<file path="config.mk">
export PLATFORM = sky130hd
export DESIGN_NAME = cam_capture_ctrl_flat
export DESIGN_NICKNAME = d
export VERILOG_FILES = /design/src/rtl/cam_capture_ctrl_if.sv /design/src/rtl/cam_capture_ctrl.sv /design/src/flat_wrapper.sv
export SDC_FILE = /design/constraint.sdc
export NUM_CORES = 1
export LEC_CHECK = 0
export BUFFER_PORTS_ARGS = -buffer_cell sky130_fd_sc_hd__buf_2
export CAP_MARGIN = 40
export CORE_MARGIN = 2
export CORE_UTILIZATION = 55
export DETAILED_ROUTE_END_ITERATION = 16
export GPL_TIMING_DRIVEN = 1
export PLACE_DENSITY = 0.73
export SLEW_MARGIN = 25
export SYNTH_ARGS = -nofsm -noshare
export SYNTH_HDL_FRONTEND = slang
export SYNTH_SLANG_ARGS = --single-unit
</file>
<file path="constraint.sdc">
create_clock -name clk -period 6.41 [get_ports clk]
set_input_delay 0.3205 -clock clk [delete_from_list [all_inputs] [get_ports clk]]
set_output_delay 0.3205 -clock clk [all_outputs]
set_load 0.05 [all_outputs]
</file>
<file path="src/rtl/cam_capture_ctrl_if.sv">
// Pixel stream from the capture sequencer to the frame-buffer writer.
// A beat transfers on a rising edge where pix_valid and pix_ready are both 1; while
// pix_valid=1 and pix_ready=0 the source holds pix_data/pix_addr unchanged.
interface cam_capture_ctrl_if #(
  parameter int ADDR_W = 19
);
  logic              pix_valid;
  logic              pix_ready;
  logic [15:0]       pix_data;
  logic [ADDR_W-1:0] pix_addr;

  modport master (output pix_valid, output pix_data, output pix_addr, input pix_ready);
  modport slave  (input pix_valid, input pix_data, input pix_addr, output pix_ready);
endinterface

</file>
<file path="src/rtl/cam_capture_ctrl.sv">
// Camera frame-capture sequencer: arms on start/shutter, syncs to vsync, packs byte
// pairs into RGB565 pixels with linear framebuffer addresses, reports status.
module cam_capture_ctrl #(
  parameter int H_PIXELS = 640,
  parameter int V_LINES  = 480,
  parameter int ADDR_W   = 19,
  parameter int CNT_W    = 16
) (
  input  logic              clk,
  input  logic              reset_n,
  input  logic [7:0]        cam_data,
  input  logic              cam_href,
  input  logic              cam_vsync,
  input  logic              cam_shutter,
  input  logic              start,
  input  logic              continuous,
  input  logic              shutter_en,
  input  logic              abort,
  input  logic              clr_err,
  cam_capture_ctrl_if.master pix,
  output logic              busy,
  output logic              done,
  output logic [CNT_W-1:0]  frame_cnt,
  output logic              ovf_err,
  output logic              size_err,
  output logic [1:0]        state_dbg
);
  // Counters carry headroom above the nominal geometry so oversize lines/frames
  // are detected rather than wrapping back into range.
  localparam int COL_W  = $clog2(H_PIXELS) + 2;
  localparam int LINE_W = $clog2(V_LINES) + 2;

  typedef enum logic [1:0] {S_IDLE = 2'd0, S_ARMED = 2'd1, S_CAPTURE = 2'd2, S_DONE = 2'd3} state_t;
  state_t state, state_next;

  logic [7:0]        data_r, hi_byte;
  logic              href_r, href_p, vsync_r, vsync_p, shut_r, shut_p;
  logic              phase;
  logic [COL_W-1:0]  col_cnt;
  logic [LINE_W-1:0] line_cnt;
  logic [ADDR_W-1:0] addr_calc;
  logic              vsync_fall, vsync_rise, href_fall, shut_rise, arm_req;
  logic              capturing, pix_done, in_range, stalled, pix_load, frame_end;
  logic              line_bad, set_size, set_ovf;

  always_ff @(posedge clk or negedge reset_n) begin
    if (!reset_n) begin
      data_r  <= '0;
      href_r  <= 1'b0;
      href_p  <= 1'b0;
      vsync_r <= 1'b0;
      vsync_p <= 1'b0;
      shut_r  <= 1'b0;
      shut_p  <= 1'b0;
    end else begin
      data_r  <= cam_data;
      href_r  <= cam_href;
      href_p  <= href_r;
      vsync_r <= cam_vsync;
      vsync_p <= vsync_r;
      shut_r  <= cam_shutter;
      shut_p  <= shut_r;
    end
  end

  assign vsync_fall = vsync_p & ~vsync_r;
  assign vsync_rise = ~vsync_p & vsync_r;
  assign href_fall  = href_p & ~href_r;
  assign shut_rise  = ~shut_p & shut_r;
  assign arm_req    = start | (shutter_en & shut_rise);

  assign capturing = (state == S_CAPTURE);
  assign pix_done  = capturing & href_r & phase;
  assign in_range  = (col_cnt < COL_W'(H_PIXELS)) && (line_cnt < LINE_W'(V_LINES));
  assign stalled   = pix.pix_valid & ~pix.pix_ready;
  assign pix_load  = pix_done & in_range & ~stalled & ~abort;
  assign frame_end = capturing & vsync_rise & ~abort;
  assign line_bad  = capturing & href_fall & (col_cnt != '0) & (col_cnt != COL_W'(H_PIXELS));
  assign set_size  = (pix_done & ~in_range) | line_bad | (frame_end & (line_cnt != LINE_W'(V_LINES)));
  assign set_ovf   = pix_done & in_range & stalled;
  assign addr_calc = ADDR_W'(32'(line_cnt) * 32'(H_PIXELS) + 32'(col_cnt));

  always_ff @(posedge clk or negedge reset_n) begin
    if (!reset_n) state <= S_IDLE;
    else          state <= state_next;
  end

  always_comb begin
    state_next = state;
    unique case (state)
      S_IDLE:    if (arm_req) state_next = S_ARMED;
      S_ARMED:   if (vsync_fall) state_next = S_CAPTURE;
      S_CAPTURE: if (vsync_rise) state_next = S_DONE;
      S_DONE:    state_next = continuous ? S_ARMED : S_IDLE;
      default:   state_next = S_IDLE;
    endcase
    if (abort) state_next = S_IDLE;
  end

  always_comb begin
    busy      = (state == S_ARMED) || (state == S_CAPTURE);
    done      = (state == S_DONE);
    state_dbg = state;
  end

  // Byte phase and geometry counters; the column still advances for dropped pixels.
  always_ff @(posedge clk or negedge reset_n) begin
    if (!reset_n) begin
      phase    <= 1'b0;
      hi_byte  <= '0;
      col_cnt  <= '0;
      line_cnt <= '0;
    end else if (state == S_ARMED && vsync_fall) begin
      phase    <= 1'b0;
      col_cnt  <= '0;
      line_cnt <= '0;
    end else if (capturing) begin
      if (href_r) begin
        phase <= ~phase;
        if (!phase) hi_byte <= data_r;
        else if (col_cnt != '1) col_cnt <= col_cnt + 1'b1;
      end else begin
        phase <= 1'b0;
        if (href_fall && col_cnt != '0) begin
          col_cnt <= '0;
          if (line_cnt != '1) line_cnt <= line_cnt + 1'b1;
        end
      end
    end
  end

  always_ff @(posedge clk or negedge reset_n) begin
    if (!reset_n) begin
      pix.pix_valid <= 1'b0;
      pix.pix_data  <= '0;
      pix.pix_addr  <= '0;
    end else if (abort) begin
      pix.pix_valid <= 1'b0;
    end else if (pix_load) begin
      pix.pix_valid <= 1'b1;
      pix.pix_data  <= {hi_byte, data_r};
      pix.pix_addr  <= addr_calc;
    end else if (pix.pix_valid && pix.pix_ready) begin
      pix.pix_valid <= 1'b0;
    end
  end

  always_ff @(posedge clk or negedge reset_n) begin
    if (!reset_n) begin
      frame_cnt <= '0;
      ovf_err   <= 1'b0;
      size_err  <= 1'b0;
    end else begin
      if (frame_end) frame_cnt <= frame_cnt + 1'b1;
      ovf_err  <= set_ovf | (ovf_err & ~clr_err);
      size_err <= set_size | (size_err & ~clr_err);
    end
  end
endmodule

</file>
<file path="src/flat_wrapper.sv">
// flat-port wrapper written by rule: the top's interface ports become plain ports
module cam_capture_ctrl_flat 
#(
  parameter int H_PIXELS = 640,
  parameter int V_LINES  = 480,
  parameter int ADDR_W   = 19,
  parameter int CNT_W    = 16
)
  (clk, reset_n, cam_data, cam_href, cam_vsync, cam_shutter, start, continuous, shutter_en, abort, clr_err, busy, done, frame_cnt, ovf_err, size_err, state_dbg, pix_pix_valid, pix_pix_data, pix_pix_addr, pix_pix_ready);
  cam_capture_ctrl_if #(.ADDR_W(ADDR_W)) pix_i ();
  input  logic clk;
  input  logic reset_n;
  input  logic [7:0] cam_data;
  input  logic cam_href;
  input  logic cam_vsync;
  input  logic cam_shutter;
  input  logic start;
  input  logic continuous;
  input  logic shutter_en;
  input  logic abort;
  input  logic clr_err;
  output logic busy;
  output logic done;
  output logic [CNT_W-1:0] frame_cnt;
  output logic ovf_err;
  output logic size_err;
  output logic [1:0] state_dbg;
  output wire logic [$bits(pix_i.pix_valid)-1:0] pix_pix_valid;
  output wire logic [$bits(pix_i.pix_data)-1:0] pix_pix_data;
  output wire logic [$bits(pix_i.pix_addr)-1:0] pix_pix_addr;
  input wire logic [$bits(pix_i.pix_ready)-1:0] pix_pix_ready;
  assign pix_pix_valid = pix_i.pix_valid;
  assign pix_pix_data = pix_i.pix_data;
  assign pix_pix_addr = pix_i.pix_addr;
  assign pix_i.pix_ready = pix_pix_ready;
  cam_capture_ctrl #(.H_PIXELS(H_PIXELS), .V_LINES(V_LINES), .ADDR_W(ADDR_W), .CNT_W(CNT_W)) u_core (.clk(clk), .reset_n(reset_n), .cam_data(cam_data), .cam_href(cam_href), .cam_vsync(cam_vsync), .cam_shutter(cam_shutter), .start(start), .continuous(continuous), .shutter_en(shutter_en), .abort(abort), .clr_err(clr_err), .pix(pix_i), .busy(busy), .done(done), .frame_cnt(frame_cnt), .ovf_err(ovf_err), .size_err(size_err), .state_dbg(state_dbg));
endmodule
</file>
* Yosys cells after proc, flatten, opt, wreduce, memory -nomap -nowiden *
Index checks and enable logic that the tools add are counted.

word-level totals
  flip-flop bits (word level) = 102
  bits of input ports = 19
  output and inout bits = 58
  logic and storage cells = 115

operators by class
  add/subtract/negate cells = 4
  multipliers = 1
  order comparisons = 2
  eq/ne operators = 13
  mux-type cells = 23
  bitwise logic cells = 37
  reduce and logical (&&, ||, !) cells = 17

operators by type and width
  kind                     number
  $mux W12                 6
  $mux W11                 5
  $and A1 B1 Y1            21
  $add A19 B12 Y19         1
  $add A16 B1 Y16 const B  1
  $add A12 B1 Y12 const B  1
  $lt A12 B10 Y1 const B   1
  $mul A11 B3 Y12 const B  1
  $ne A12 B10 Y1 const B   1
  $ne A12 B12 Y1 const B   1
  $reduce_and A4 Y1        3
  $reduce_bool A12 Y1      1
  $add A11 B1 Y11 const B  1
  $lt A11 B9 Y1 const B    1
  $ne A11 B11 Y1 const B   1
  $ne A11 B9 Y1 const B    1
  $not A1 Y1               11
  $ne A3 B2 Y1 const B     3
  $mux W2                  4
  $pmux W2 S4              1
  $mux W1                  7
  $ne A3 B3 Y1 const B     2
  $reduce_bool A2 Y1       3
  $reduce_bool A3 Y1       2
  other kinds (9)          17

* Depth between registers and ports, before layout *
Gate-level depths: netlist of run 1.

  word-level depth = 8
  mapped depth = 10
  gate-level depth less buffers = 10

* Least setup slack after synthesis of run 1 *
Ideal clock, no wire load.

  path type = flip-flop to flip-flop
  start point = register u_core.line_cnt[1]
  end point = register u_core.pix.pix_addr[18]
  setup time = 122 ps
  data arrival time = 2665 ps
  required time = 6288 ps
  path slack = 3623 ps
  cell stages (with the launch flop) = 11
  period minus slack after synthesis = 2787 ps
  path through = dfrtp_1 -> ha_1 -> ha_1 -> fa_1 -> a211oi_1 -> nor3b_1 -> nor4_2 -> nand4b_1 -> a211oi_2 -> xnor2_1 -> o21ai_1

between the ends
  cells in the longest elaborated chain, start to end = 6
  elaborated cells between the ends (all ways) = 8

ends and longest elaborated chain
  element                                                                   RTL line                   text
  from (decl)                                                               cam_capture_ctrl.sv:40     logic [LINE_W-1:0] line_cnt;
  from (signal assigned)                                                    cam_capture_ctrl.sv:126    if (line_cnt != '1) line_cnt <= line_cnt + 1'b1;
  parallel branches: the longest is 6 deep, another holds $add A19 B12 Y19  --
  to (signal assigned)                                                      cam_capture_ctrl.sv:142    pix.pix_addr <= addr_calc;
  to (decl)                                                                 cam_capture_ctrl_if.sv:12  modport master (output pix_valid, output pix_data, output pix_addr, input pix_ready);

Several ways; the timed one is not identified.
A chain may end at the register's enable or synchronous reset.

* Worst setup path in the final report of run 1 *
Same ends and word-level chain as after synthesis.

==> results.json, run 1 <==
{
  "status": "finished, final reports clean",
  "die_h_um": 100.6,
  "crit_top_cell": "ha_1",
  "setup-tns-final_ns": 0,
  "nNetsFinal": 644,
  "grt_pass1_vias": 3789,
  "wl_per_cell_um": 14.92,
  "setup_viol": 0,
  "wl_met2_mm": 5.126,
  "fin_util_pct": 63.43,
  "core_area_um2": 9153,
  "ios": 77,
  "initial_core_util_pct": 56.12,
  "critical_path.max_fanout": 6,
  "hpwl_mm": 7.674,
  "critPathMaxStageDelay_ns": 0.45,
  "crit_path_end_kind": "register",
  "vias": 3913,
  "grt_max_degree": 49,
  "place_ws_ns": 3.380,
  "drtAntennaViolNets": 0,
  "cts_tree": "done",
  "avgSynthCellArea_um2": 9.935,
  "final.period_utilization_pct": 47.74,
  "p_leak_nw": 2.961,
  "antenna_found_initial": 0,
  "skew_ns": 0.02205,
  "cts_made_buffers": 9,
  "path_cells": "ha_1 > ha_1 > fa_1 > a211oi_1 > nor3b_1 > nor4_2 > nand4b_1 > a211oi_2 > xnor2_1 > o21ai_1",
  "drv_cap": 0,
  "synth_nets": 569,
  "clockBufferDepth": 2,
  "insertion_delay_ns": 0.38,
  "io_buffers": 76,
  "synthToLayoutAreaGrowth_pct": 13.03,
  "path_clk_slew_ns": 0.11,
  "track_usage_pct": 22.19,
  "finalHoldViolations": 0,
  "die-area_um2": 10130,
  "post-synth-top-area-cell": "dfrtp_1",
  "worstPathArrival_ns": 3.30,
  "antenna_cells": 0,
  "ys_seq_area_share_pct": 49.70,
  "firstDrtPassIters": 4,
  "ir_worst_vdd_mv": 0.2711,
  "gr-total-overflow": 0,
  "tightest_slew_ns": 0.7094,
  "fin_ws_ns": 3.350,
  "die_x_um": 100.6,
  "ys_ff_latch": 102,
  "synth_top_area_share_pct": 49.70,
  "wl_met3_um": 469,
  "path_class": "register to register",
  "htreeDepth": 3,
  "postSynthCellCount": 517,
  "cts-root-buf": "clkbuf_8",
  "synthArstFlopShare_pct": 100.0,
  "ys.flop_type": "dfrtp_1",
  "worstPathRequired_ns": 6.65,
  "synth_edf_count": 0,
  "ys_types": 51,
  "grt_pass1_wl_mm": 17.86,
  "first_iter_violations": 154,
  "layout-drive-gt1-share_pct": 19.77,
  "p_per_area_nw_per_um2": 338.0,
  "start_kind": "register",
  "rows": 35,
  "rsz0062_at_grt": "false",
  "wl_mm": 10.56,
  "fmax_mhz": 326.8,
  "synth_area_um2": 5136,
  "drc_errors": 0,
  "post_cts_resized": 0,
  "met1_length_mm": 4.702,
  "maxSlewHeadroom_pct": 52.50,
  "yosysWarnings": 0,
  "place.gp.congestion": 0.8672,
  "period_needed_ns": 3.060,
  "synth.area.top_cells": "dfrtp_1 50%, nand2_1 7.7%, ha_1 7.6%",
  "hp-class": "primary input to register",
  "cpMaxStageDelayCell": "dfrtp_1",
  "vias_per_cell": 5.527,
  "clock_sinks": 102,
  "nFillCells": 709,
  "drv_slew": 0,
  "maxUsedRoutingLayer": "met4"
}
## placed cells by master, fill, tap and decap left out, types with 3 or more instances in the layout
master | synthesis | routed
ha_1 | 31 | 31
buf_4 | 0 | 3
a31oi_1 | 3 | 3
dfrtp_1 | 102 | 102
nand4_1 | 14 | 14
xnor2_1 | 24 | 24
xor2_1 | 11 | 11
nand2_1 | 105 | 105
o21ai_1 | 3 | 3
inv_1 | 15 | 15
o21ai_0 | 38 | 38
a21oi_1 | 15 | 15
inv_6 | 0 | 4
o31ai_1 | 3 | 3
nor2_1 | 33 | 33
or3_1 | 3 | 3
nor2b_1 | 7 | 7
buf_2 | 6 | 75
nand2b_1 | 6 | 6
nand3_1 | 18 | 18
nor4_1 | 4 | 4
mux2_2 | 10 | 10
and3_1 | 3 | 3
nor3_2 | 2 | 3
a21o_1 | 6 | 6
nor3_1 | 7 | 6
a211oi_1 | 4 | 4
clkbuf_8 | 0 | 10
## worst max-delay path, delay by kind of cell, from the launching register on
kind / cells / cell delay, ns
AO/OA/AOI/OAI: 3 / 0.67
XOR/XNOR: 1 / 0.14
adder cells (fa/ha/maj): 3 / 0.99
flip-flops: 1 / 0.45
AND/OR/NAND/NOR: 3 / 0.67
## per-layer routing
metal	track usage [%]	vias to the layer above
met1	28.69	1873
li1	-	1931
met3	4.993	20
met4	9.589	0
met5	0	-
met2	36.00	89
## area by class of cell
type                            instances  area, µm²  area share, %
Clock inverter                          6      60.06          1.034
Tap cell                              111      138.9          2.392
Clock buffer                           10      137.6          2.371
Multi-Input combinational cell        384       2432          41.90
Sequential cell                       102       2552          43.97
Timing Repair Buffer                   80      427.9          7.371
Inverter                               15      56.30         0.9698
## cell families after synthesis
logic type | after synthesis | share of synthesized area (%)
AO/OA/AOI/OAI | 89 | 10.94
XOR/XNOR | 35 | 5.968
adder cells (fa/ha/maj) | 33 | 8.331
buffers and inverters | 31 | 3.045
flip-flops | 102 | 49.70
multiplexers | 10 | 2.192
AND/OR/NAND/NOR | 217 | 19.83
## metrics by stage
stage / total power [mW] / cells / hold WS (ns) / instance area (µm²)
2_1_floorplan: 1.397 / 517 / 0.02491 / 5136
3_3_place_gp: 1.556 / 690 / 0.2855 / 5578
3_5_place_dp: 1.573 / 691 / 0.2892 / 5598
4_1_cts: 1.978 / 708 / 0.02079 / 5806
5_1_grt: 2.069 / 708 / 0.02421 / 5806
6_report: 1.962 / 708 / 0.03763 / 5806
## flip-flops by register name, indices dropped and copies added (netlist names), 2 cells and up
register,count
u_core.data_r,8
u_core.state_dbg,2
u_core.line_cnt,11
u_core.pix.pix_data,16
u_core.frame_cnt,16
u_core.pix.pix_addr,19
u_core.hi_byte,8
u_core.col_cnt,12
## synthesized netlist by cell type, drive strengths merged (6+ instances only)
library cell	instances
dfrtp	102
xnor2	24
clkbuf	6
a21oi	15
inv	15
nor2b	7
nand4	14
nand2b	6
o21ai	41
mux2	10
nor3	9
nand3	18
ha	31
buf	10
a211oi	6
nor2	33
a21o	6
xor2	11
nand2	105
## path summary, 6_finish.rpt
path / start / to / slack, ns / cells after the start
max: u_core.line_cnt[1]$_DFFE_PN0P_ / u_core.pix.pix_addr[18]$_DFFE_PN0P_ / 3.35 / 10
min: cam_data[1] / u_core.data_r[1]$_DFF_PN0_ / 0.04 / 1
max reg2reg: u_core.line_cnt[1]$_DFFE_PN0P_ / u_core.pix.pix_addr[18]$_DFFE_PN0P_ / 3.35 / 10
min reg2reg: u_core.shut_r$_DFF_PN0_ / u_core.shut_p$_DFF_PN0_ / 0.40 / 0
max in group asynchronous: reset_n / u_core.data_r[7]$_DFF_PN0_ / 4.99 / 4
min in group asynchronous: reset_n / u_core.frame_cnt[1]$_DFFE_PN0P_ / 0.42 / 2
## report_power, final
group          internal (mW)  switching, mW
clock                  0.162          0.242
sequential             0.769         0.0899
combinational          0.180          0.519
## timing repair
action | 4_1_cts | 5_1_grt
setup buffers | 0 | 0
hold buffers | 1 | 0
endpoints found under the hold margin | 31 | 0
(Power assumes the default switching activity.)
==> inputs of run 2 (changes only) <==
==> constraint.sdc (replaced) <==
create_clock -name clk -period 3.2 [get_ports clk]
set_input_delay 0.16 -clock clk [delete_from_list [all_inputs] [get_ports clk]]
set_output_delay 0.16 -clock clk [all_outputs]
set_load 0.05 [all_outputs]
==> run 2 against run 1 <==
Compared with the run above: clock skew is 0.0051 ns lower; critical path type unchanged; clock power is 110% higher; largest power group unchanged; sequential share of layout area fell by 1.3 points.
==> results.json, run 2 (same netlist as run 1, synthesis figures left out) <==
{
  "vias_per_cell": 5.507,
  "cpLargestDelayFamily": "adder cells",
  "antenna_cells": 0,
  "setup_viol": 0,
  "die_x_um": 100.6,
  "skew_ns": 0.01691,
  "tightest_slew_ns": 0.6385,
  "final_cell_mix": "105 x nand2_1, 102 x dfrtp_1, 75 x buf_2",
  "reg2reg_to": "u_core.pix.pix_addr[18]$_DFFE_PN0P_",
  "pwr-share-comb_pct": 35.6,
  "synthToLayoutAreaGrowth_pct": 16.59,
  "crit_start": "u_core.line_cnt[1]$_DFFE_PN0P_",
  "start_kind": "register",
  "cts-root-buf": "clkbuf_8",
  "worstPathArrival_ns": 3.26,
  "fin_area_um2": 5988,
  "firstDrtPassIters": 4,
  "status": "finished, final reports clean",
  "reg.largest.list": "u_core.pix.pix_addr x19, u_core.frame_cnt x16, u_core.pix.pix_data x16",
  "drv_slew": 0,
  "fmax_mhz": 331.2,
  "drv_cap": 0,
  "r2r-start": "u_core.line_cnt[1]$_DFFE_PN0P_",
  "cts_tree": "done",
  "met3_usage_pct": 5.270,
  "intPower_mw": 2.237,
  "hold_start": "abort",
  "largest_register": "u_core.pix.pix_addr",
  "critical_path.max_fanout": 6,
  "antenna_found_initial": 0,
  "grt_max_degree": 56,
  "drtAntennaViolNets": 0,
  "switching_share_pct": 44.09,
  "nFillCells": 701,
  "rows": 35,
  "ios": 77,
  "power.switching_mw": 1.765,
  "die-area_um2": 10130,
  "path_depth": 10,
  "insertion_delay_ns": 0.38,
  "fin_ws_ns": 0.1807,
  "die_h_um": 100.6,
  "hold_depth": 2,
  "r2r_cells": 10,
  "path_class": "register to register",
  "first_iter_violations": 161,
  "r2r_setup_slack_ns": 0.18,
  "final_common_cell": "nand2_1",
  "use_met2_pct": 40.41,
  "p_leak_nw": 3.039,
  "core_area_um2": 9153,
  "maxSlewHeadroom_pct": 57.04,
  "clock_sinks": 102,
  "grt_pass1_vias": 4038,
  "ir_worst_vdd_mv": 0.4916,
  "htreeDepth": 3,
  "finalHoldViolations": 0,
  "period_needed_ns": 3.019,
  "io_buffers": 76,
  "critPathMaxStageDelay_ns": 0.48,
  "cts_made_buffers": 9,
  "drc_errors": 0,
  "worstPathRequired_ns": 3.44,
  "cpMaxStageDelayCell": "fa_1",
  "vias": 3987,
  "track_usage_pct": 23.41,
  "clockBufferDepth": 2,
  "gr-total-overflow": 0,
  "wl_per_cell_um": 15.35,
  "worst_hold_path.endpoint": "u_core.state_dbg[1]$_DFFE_PN0P_",
  "largest_reg_flops": 19,
  "dpl_cell_area_um2": 5635,
  "setup-tns-final_ns": 0,
  "crit_path_end_kind": "register",
  "path_buf_inv": 0,
  "clkPwrFrac_pct": 21.2,
  "place_ws_ns": 0.1670,
  "layout-drive-gt1-share_pct": 20.23,
  "path_clk_slew_ns": 0.12,
  "fin_util_pct": 65.43,
  "wl_mm": 11.11,
  "grt_pass1_wl_mm": 18.91,
  "seq_power_share_pct": 43.2,
  "initial_core_util_pct": 56.12,
  "grt.busiest_layer": "met2",
  "hpwl_mm": 7.807,
  "p_per_area_nw_per_um2": 668.3,
  "place.gp.congestion": 0.8384,
  "nNetsFinal": 660,
  "path_cells": "ha_1 > ha_1 > fa_1 > a211oi_2 > nor3b_1 > nor4_2 > nand4b_1 > a211oi_2 > xnor2_1 > o21ai_1",
  "hp-class": "primary input to register",
  "use_met1_pct": 29.70,
  "final.period_utilization_pct": 94.35
}
==> run 2: final cells by class <==
cell class | count | area, µm² | area share [%]
Tap cell | 111 | 138.9 | 2.319
Timing Repair Buffer | 96 | 585.6 | 9.779
Inverter | 15 | 56.30 | 0.9402
Multi-Input combinational cell | 384 | 2445 | 40.83
Sequential cell | 102 | 2552 | 42.62
Clock buffer | 9 | 123.9 | 2.069
Clock inverter | 7 | 86.33 | 1.442
==> run 2: power by group through the flow <==
stage / sequential, mW / clock [mW] / combinational (mW)
after global placement: 1.74 / 0 / 1.39
after CTS: 1.73 / 0.871 / 1.43
final: 1.73 / 0.850 / 1.42
after floorplan: 2.30 / 0 / 0.501
after detailed placement: 1.75 / 0 / 1.42
after global routing: 1.77 / 0.916 / 1.53
==> run 2: layer usage <==
layer | vias up | share of wire, %
li1 | 1958 | -
met1 | 1916 | 44
met2 | 99 | 50
met3 | 14 | 4.5
met5 | - | 0
met4 | 0 | 1.3
==> run 2: metrics by stage <==
step	std cells	hold slack [ns]	power (mW)
floorplan	517	-0.1356	2.799
global placement	694	0.2677	3.125
detailed placement	695	0.06802	3.167
CTS	724	0.03013	4.031
global route	724	0.02729	4.216
finish	724	0.03721	4.002
==> run 2: worst max path at each step <==
stage	to	slack [ns]
finish	u_core.pix.pix_addr[18]$_DFFE_PN0P_	0.18
global route	u_core.pix.pix_addr[18]$_DFFE_PN0P_	-0.001
CTS	u_core.pix.pix_addr[18]$_DFFE_PN0P_	0.14
detailed placement	u_core.pix.pix_addr[18]$_DFFE_PN0P_	0.17
global placement	u_core.pix.pix_addr[18]$_DFFE_PN0P_	0.26
floorplan	u_core.pix.pix_addr[18]$_DFFE_PN0P_	0.41
==> run 2: what timing repair did <==
item | in CTS | in global routing
hold buffers | 13 | 0
resized for setup | 0 | 2
endpoints found under the setup margin | 0 | 1
setup buffers | 0 | 0
hold endpoints to repair | 66 | 0
==> inputs of run 3 (changes only) <==
--- a/config.mk
+++ b/config.mk
@@ -8,10 +8,10 @@
 export BUFFER_PORTS_ARGS = -buffer_cell sky130_fd_sc_hd__buf_2
 export CAP_MARGIN = 40
 export CORE_MARGIN = 2
-export CORE_UTILIZATION = 55
+export CORE_UTILIZATION = 45
 export DETAILED_ROUTE_END_ITERATION = 16
 export GPL_TIMING_DRIVEN = 1
-export PLACE_DENSITY = 0.73
+export PLACE_DENSITY = 0.61
 export SLEW_MARGIN = 25
 export SYNTH_ARGS = -nofsm -noshare
 export SYNTH_HDL_FRONTEND = slang
==> run 3 against run 2 <==
Compared with the run above: sequential share of layout area down 0.81 points; flip-flop and latch count did not move; critical endpoint unchanged; largest power group unchanged; die area is 21% higher; cell count up 4.4%; utilization fell by 11 points; global-route usage fell by 4.5 points; critical path type unchanged.
==> results.json, run 3 (same netlist as run 1, synthesis figures left out) <==
{
  "dp.cells": 727,
  "setup-tns-final_ns": 0,
  "cts_tree": "done",
  "insertion_delay_ns": 0.36,
  "vias_per_cell": 5.243,
  "reg2reg_to": "u_core.pix.pix_addr[18]$_DFFE_PN0P_",
  "p_per_area_nw_per_um2": 693.3,
  "maxSlewHeadroom_pct": 54.54,
  "grt_pass1_wl_mm": 19.08,
  "r2r_setup_slack_ns": 0.24,
  "skew_ns": 0.01218,
  "firstDrtPassIters": 4,
  "rows": 39,
  "hold_start": "abort",
  "gr-total-overflow": 0,
  "status": "finished, final reports clean",
  "drv_cap": 0,
  "clock_sinks": 102,
  "largest_register": "u_core.pix.pix_addr",
  "cts-root-buf": "clkbuf_16",
  "track_usage_pct": 18.87,
  "die_x_um": 110.8,
  "fin_cells": 756,
  "hp-class": "primary input to register",
  "worstPathRequired_ns": 3.42,
  "critPathMaxStageDelay_ns": 0.45,
  "final.period_utilization_pct": 92.41,
  "path_class": "register to register",
  "finalHoldViolations": 0,
  "first_iter_violations": 221,
  "rsz0062_at_grt": "false",
  "final_cell_mix": "105 x nand2_1, 102 x dfrtp_1, 75 x buf_2",
  "drtAntennaViolNets": 0,
  "die-area_um2": 12280,
  "die_h_um": 110.8,
  "post-cts-setup-buffers": 0,
  "worst_hold_path.endpoint": "u_core.state_dbg[1]$_DFFE_PN0P_",
  "path_clk_slew_ns": 0.08,
  "core_area_um2": 11270,
  "drc_errors": 0,
  "reg.largest.list": "u_core.pix.pix_addr x19, u_core.frame_cnt x16, u_core.pix.pix_data x16",
  "vias": 3964,
  "start_kind": "register",
  "synthToLayoutAreaGrowth_pct": 18.85,
  "place.gp.congestion": 0.8173,
  "clockBufferDepth": 2,
  "period_needed_ns": 2.957,
  "antenna_found_initial": 0,
  "worstPathArrival_ns": 3.18,
  "wl_mm": 10.92,
  "largest_reg_flops": 19,
  "setup_viol": 0,
  "htreeDepth": 3,
  "cpMaxStageDelayCell": "dfrtp_1",
  "drv_slew": 0,
  "final_common_cell": "nand2_1",
  "antenna_cells": 0,
  "layout-drive-gt1-share_pct": 20.07,
  "wl_per_cell_um": 14.45,
  "critical_path.max_fanout": 6,
  "fin_area_um2": 6105,
  "hold_depth": 2,
  "p_leak_nw": 3.065,
  "hpwl_mm": 7.803,
  "tightest_slew_ns": 0.6757,
  "crit_path_end_kind": "register",
  "place_ws_ns": 0.1663,
  "initial_core_util_pct": 45.57,
  "fin_ws_ns": 0.2428,
  "grt_pass1_vias": 3957,
  "grt_max_degree": 49,
  "ios": 77,
  "dpl_cell_area_um2": 5675,
  "ir_worst_vdd_mv": 0.5644,
  "path_cells": "ha_1 > ha_1 > fa_1 > a211oi_2 > nor3b_1 > nor4_2 > nand4b_1 > a211oi_2 > xnor2_1 > o21ai_1",
  "nNetsFinal": 660,
  "io_buffers": 76,
  "fmax_mhz": 338.2,
  "r2r_cells": 10,
  "cts_made_buffers": 9,
  "r2r-start": "u_core.line_cnt[1]$_DFFE_PN0P_"
}
run 3: worst max-delay path by stage:
stage	start	endpoint	slack, ns
finish	u_core.line_cnt[1]$_DFFE_PN0P_	u_core.pix.pix_addr[18]$_DFFE_PN0P_	0.24
global route	u_core.line_cnt[1]$_DFFE_PN0P_	u_core.pix.pix_addr[18]$_DFFE_PN0P_	0.03
CTS	u_core.line_cnt[1]$_DFFE_PN0P_	u_core.pix.pix_addr[18]$_DFFE_PN0P_	0.15
detailed placement	u_core.line_cnt[1]$_DFFE_PN0P_	u_core.pix.pix_addr[18]$_DFFE_PN0P_	0.17
global placement	u_core.line_cnt[1]$_DFFE_PN0P_	u_core.pix.pix_addr[18]$_DFFE_PN0P_	0.25
floorplan	u_core.line_cnt[1]$_DFFE_PN0P_	u_core.pix.pix_addr[18]$_DFFE_PN0P_	0.41
run 3: metrics by stage:
stage               hold slack [ns]  power, mW  utilization [%]
finish                      0.07814      4.232            54.16
global route                0.07522      4.458            54.16
CTS                         0.07043      4.287            54.11
detailed placement           0.1391      3.171            50.35
global placement             0.2679      3.138            50.11
floorplan                   -0.1356      2.799                -
run 3: layer usage:
metal,global-route usage (%),vias to the layer above,share of wire [%]
met2,30.51,86,48
li1,-,1961,-
met1,24.25,1903,45
met3,6.506,14,5.5
met4,5.250,0,1.5
met5,0,-,0
run 3: critical path, delay by kind of cell, from the launching register on:
kind,cells,cell delay [ns]
fa+ha+maj,3,1.00
flops,1,0.45
compound gates,3,0.60
xor+xnor,1,0.14
simple gates,3,0.65
run 3: cell type report:
cell class / count / area [µm²]
Fill cell: 1013 / 5167
Sequential cell: 102 / 2552
Multi-Input combinational cell: 384 / 2437
Timing Repair Buffer: 96 / 585.6
Clock buffer: 9 / 225.2
Tap cell: 143 / 178.9
Clock inverter: 7 / 68.82
Inverter: 15 / 56.30
run 3: timing repair:
action                                  CTS  global route
endpoints found under the setup margin    0             1
endpoints found under the hold margin    43             0
hold buffers                             13             0
resized for setup                         0             1
run 3: report_power, final:
group | internal (mW) | switching (mW)
Combinational | 0.378 | 1.04
Sequential | 1.54 | 0.187
Clock | 0.545 | 0.542
